### src/rtl/issue_dispatch_ctrl.sv
// Packs a 4-wide rename bundle into the issue-queue inputs and tracks queue occupancy as credits; 1-cycle latency.
// o_ready is registered-only and drops whenever fewer than 4 credits remain or during post-flush recovery.
module issue_dispatch_ctrl #(
   parameter  int SIZE      = 32,
   parameter  int WIDTH_I   = 35,
   parameter  int FLUSH_CYC = 2,
   localparam int CW        = $clog2(SIZE + 1)
) (
   input  logic                   i_clk,
   input  logic                   i_rst,
   input  logic [3:0]             i_valid,
   input  logic [4*WIDTH_I-1:0]   i_inst,
   output logic                   o_ready,
   output logic [WIDTH_I-1:0]     o_inst1,
   output logic [WIDTH_I-1:0]     o_inst2,
   output logic [WIDTH_I-1:0]     o_inst3,
   output logic [WIDTH_I-1:0]     o_inst4,
   output logic                   o_en,
   input  logic                   i_issue,
   input  logic                   i_flush,
   output logic [CW-1:0]          o_count,
   output logic                   o_underflow
);

   localparam int TW = $clog2(FLUSH_CYC + 1);

   typedef enum logic {S_FLUSH, S_RUN} state_t;

   state_t               state, state_nx;
   logic [TW-1:0]        timer, timer_nx;
   logic [CW-1:0]        count, count_nx;
   logic                 underflow, underflow_nx;
   logic                 en, en_nx;
   logic [WIDTH_I-1:0]   slot    [4];
   logic [WIDTH_I-1:0]   slot_nx [4];
   logic                 accept;
   logic [2:0]           pop;
   logic [1:0]           k;
   logic                 dec;

   // Conservative: a full 4-lane bundle must always fit, regardless of the mask offered.
   assign o_ready = (state == S_RUN) && (count <= CW'(SIZE - 4));
   assign accept  = o_ready && (|i_valid);

   always_comb begin
      state_nx     = state;
      timer_nx     = timer;
      count_nx     = count;
      underflow_nx = underflow;
      en_nx        = 1'b0;
      for (int n = 0; n < 4; n++) slot_nx[n] = '0;
      pop = '0;
      k   = '0;
      dec = 1'b0;

      if (i_flush) begin
         state_nx = S_FLUSH;
         timer_nx = TW'(FLUSH_CYC);
         count_nx = '0;
      end else begin
         if (accept) begin
            en_nx = 1'b1;
            // k-th valid lane (oldest first) lands on port k+1
            for (int lane = 0; lane < 4; lane++) begin
               if (i_valid[lane]) begin
                  slot_nx[k] = i_inst[lane*WIDTH_I +: WIDTH_I];
                  k          = k + 2'd1;
                  pop        = pop + 3'd1;
               end
            end
         end
         if (i_issue) begin
            if (count == '0) underflow_nx = 1'b1;
            else             dec          = 1'b1;
         end
         count_nx = count + CW'(pop) - CW'(dec);
         if (state == S_FLUSH) begin
            if (timer == TW'(1)) state_nx = S_RUN;
            else                 timer_nx = timer - TW'(1);
         end
      end
   end

   always_ff @(posedge i_clk) begin
      if (i_rst) begin
         state     <= S_FLUSH;
         timer     <= TW'(FLUSH_CYC);
         count     <= '0;
         underflow <= 1'b0;
         en        <= 1'b0;
         for (int n = 0; n < 4; n++) slot[n] <= '0;
      end else begin
         state     <= state_nx;
         timer     <= timer_nx;
         count     <= count_nx;
         underflow <= underflow_nx;
         en        <= en_nx;
         for (int n = 0; n < 4; n++) slot[n] <= slot_nx[n];
      end
   end

   assign o_inst1     = slot[0];
   assign o_inst2     = slot[1];
   assign o_inst3     = slot[2];
   assign o_inst4     = slot[3];
   assign o_en        = en;
   assign o_count     = count;
   assign o_underflow = underflow;

endmodule

### config.mk
export PLATFORM = sky130hd
export DESIGN_NAME = issue_dispatch_ctrl
export DESIGN_NICKNAME = d
export VERILOG_FILES = /design/src/rtl/issue_dispatch_ctrl.sv
export SDC_FILE = /design/constraint.sdc
export NUM_CORES = 1
export LEC_CHECK = 0
export BUFFER_PORTS_ARGS = -buffer_cell sky130_fd_sc_hd__buf_2
export CAP_MARGIN = 20
export CORE_MARGIN = 1
export CORE_UTILIZATION = 50
export CTS_CLUSTER_SIZE = 14
export DETAILED_ROUTE_END_ITERATION = 7
export GPL_TIMING_DRIVEN = 0
export PLACE_DENSITY = 0.84
export SETUP_SLACK_MARGIN = 0.15
export SYNTH_ARGS = -nofsm -noshare
export SYNTH_HDL_FRONTEND = slang
export SYNTH_SLANG_ARGS = --single-unit
### constraint.sdc
create_clock -name i_clk -period 9.4 [get_ports i_clk]
set_input_delay 0.47 -clock i_clk [delete_from_list [all_inputs] [get_ports i_clk]]
set_output_delay 0.47 -clock i_clk [all_outputs]
set_load 0.02 [all_outputs]
==> metrics.cfg <==
[sta]
final_max_slew_viol_count=0
finalSetupViolCount=0
rsz0062_at_grt=no
hold_viol_final=0
setup_ws_ns=5.83
slew_headroom_pct=57.0
fmax_mhz=280
fin_crit_ns=3.57
timing.hold.ws_ns=0.224
fin_setup_tns_ns=0
fin_skew_ns=0.00920
final.period_utilization_pct=38.0
worstMarginPinSlew_ns=0.641

[grt]
grt_start_max_net_pins=17
grt-ovfl-total=0
grt_pass1_vias=7113
antenna_found_initial=2
track_usage_pct=35.0
grt_pass1_wl_um=37700

[clock_network]
cts.sinks=151
cts_inserted_buffers=17
cts_hold_buf=0
cts_setup_buffers=0
cts_tree=done
clkTransAtPathRegs_ns=0.06
htreeDepth=4
clock_latency_ns=0.43
cts_resized=0
clockRootBuffer=clkbuf_16
clock_path_buffers=2

[final_layout]
drive_gt1_share_pct=37.2
final_nets=1223
layout_common_cells=buf_2, dfxtp_1, nor2_1, nand2_1
final_common_cell=buf_2
area_growth_pct=34.5
fin_util_pct=69.1

[min_path]
min_path_type=in -> reg

[flow_run]
drv_cap=0

[power_and_ir_drop]
leakage_uw=0.00449
power_density_mw_per_mm2=189
ir_drop_v=0.000163
power.total_uw=1740

[floorplan]
io_pins=297
dieArea_mm2=0.0141
die_y_um=119
die_w_um=119
core_area_mm2=0.0133
start_util_pct=51.4
rows=42

[synth]
synth_cells=745
synth_edf_count=0
ys_seq_elements=151
ys_seq_area_share_pct=44.3
synth_area_leader_cell=dfxtp_1
async_flop_share_pct=0
yosysWarnings=0
synth.top_cell.area_share_pct=44.3
yosysUniqueCellTypes=46
synth_area_mm2=0.00683
synth_ff_type=dfxtp_1
synth_area_leaders=dfxtp_1, nor2_1, a221o_1, mux2i_1, a221oi_1
syn_avg_cell_area_um2=9.16
synth_fp_nets=909

[placement]
numPortBuffers=295
dp_hpwl_um=17500
place_congestion=0.915
dp_slack_ns=5.46

[route]
drtPass1Iterations=6
vias=7558
vias_per_cell=6.05
drt-total-wl_um=25100
drc_errors=0
antenna_violating_nets_post_route=0
routedWlPerCell_um=20.1
drt_iter0_markers=1029

[run_status]
outcome=finished clean

[setup_path]
reg2reg_from=o_count[5]
r2r_slack_ns=6.51
crit_arrival_ns=3.87
cp-startpoint=i_valid[0]
crit_fanout=10
cp.required_ns=9.71
worstSetupEndpointType=register
start_kind=primary input
reg2reg_to=o_count[4]
reg2reg_depth=13
endpoint=o_count[4]
critPathKind=in -> reg

[kinds of logic after synthesis]
kind of cell,synth area share [%]
compound gates,22.3
flops,44.3
xor+xnor,0.641
simple gates,17.6
mux,5.13
fa+ha+maj,3.04
buf+inv,7.00
[flip-flops by register name (all words and copies together), names as in the netlist]
signal / flops
o_count: 6
o_underflow: 1
o_en: 1
slot: 140
state: 1
timer: 2
[power by group]
group / internal (µW) / switching (µW) / total [µW]
Clock: 471 / 284 / 755
Sequential: 651 / 9.97 / 661
Combinational: 134 / 190 / 324
[metal layers]
| metal | global-route usage, % | routed length (µm) | vias up |
|---|---|---|---|
| li1 | - | - | 3366 |
| met1 | 43.0 | 9710 | 3520 |
| met2 | 56.1 | 11700 | 576 |
| met3 | 9.72 | 2660 | 96 |
| met4 | 17.6 | 1010 | 0 |
| met5 | 0 | 0 | - |
[through the flow]
stage               cells  instance area [µm²]
floorplan             745                 6830
global placement     1216                 8520
detailed placement   1216                 8520
CTS                  1248                 9180
global route         1250                 9180
finish               1250                 9180
[synthesized netlist by cell type (all sizes together), types with 3 or more instances]
cell type and number:
a21oi 38, a221o 35, a221oi 35, a22oi 35
and2 4, and3 38, buf 47, clkbuf 27
dfxtp 151, ha 15, inv 17, mux2i 35
nand2 41, nor2 114, nor3 37, nor3b 3
o211ai 37, o21ai 8, xor2 3
[final cells by class]
| class | count | area [µm²] |
|---|---|---|
| repair buffers | 295 | 1480 |
| diodes | 2 | 5.00 |
| clock inverters | 12 | 188 |
| inverters | 17 | 63.8 |
| clock buffers | 20 | 467 |
| fillers | 1056 | 4110 |
| plain buffers | 74 | 414 |
| flip-flops and latches | 151 | 3020 |
| well taps | 176 | 220 |
| multi-input cells | 503 | 3330 |
[worst min path at each step]
stage,slack (ns),from,cells past startpoint,to
5_1_grt,0.21,i_rst,2,o_underflow
2_1_floorplan,0.48,timer[1],2,timer[1]
3_5_place_dp,0.46,o_underflow,2,o_underflow
3_3_place_gp,0.46,o_underflow,2,o_underflow
6_report,0.22,i_rst,2,o_underflow
4_1_cts,0.21,i_rst,2,o_underflow
[critical path, stage by stage]
cell and delay (ns):
buf_2 0.11, buf_2 0.26, inv_1 0.13, ha_1 0.32, buf_4 0.16, nor3b_1 0.36, o21a_1 0.19, buf_4 0.17
buf_4 0.21, o21ai_0 0.12, ha_1 0.28, inv_1 0.06, fa_1 0.40, a21o_1 0.20, a21oi_1 0.19, xor2_1 0.18
nor2_1 0.07
Note: power is estimated with default switching activity, not from simulation.
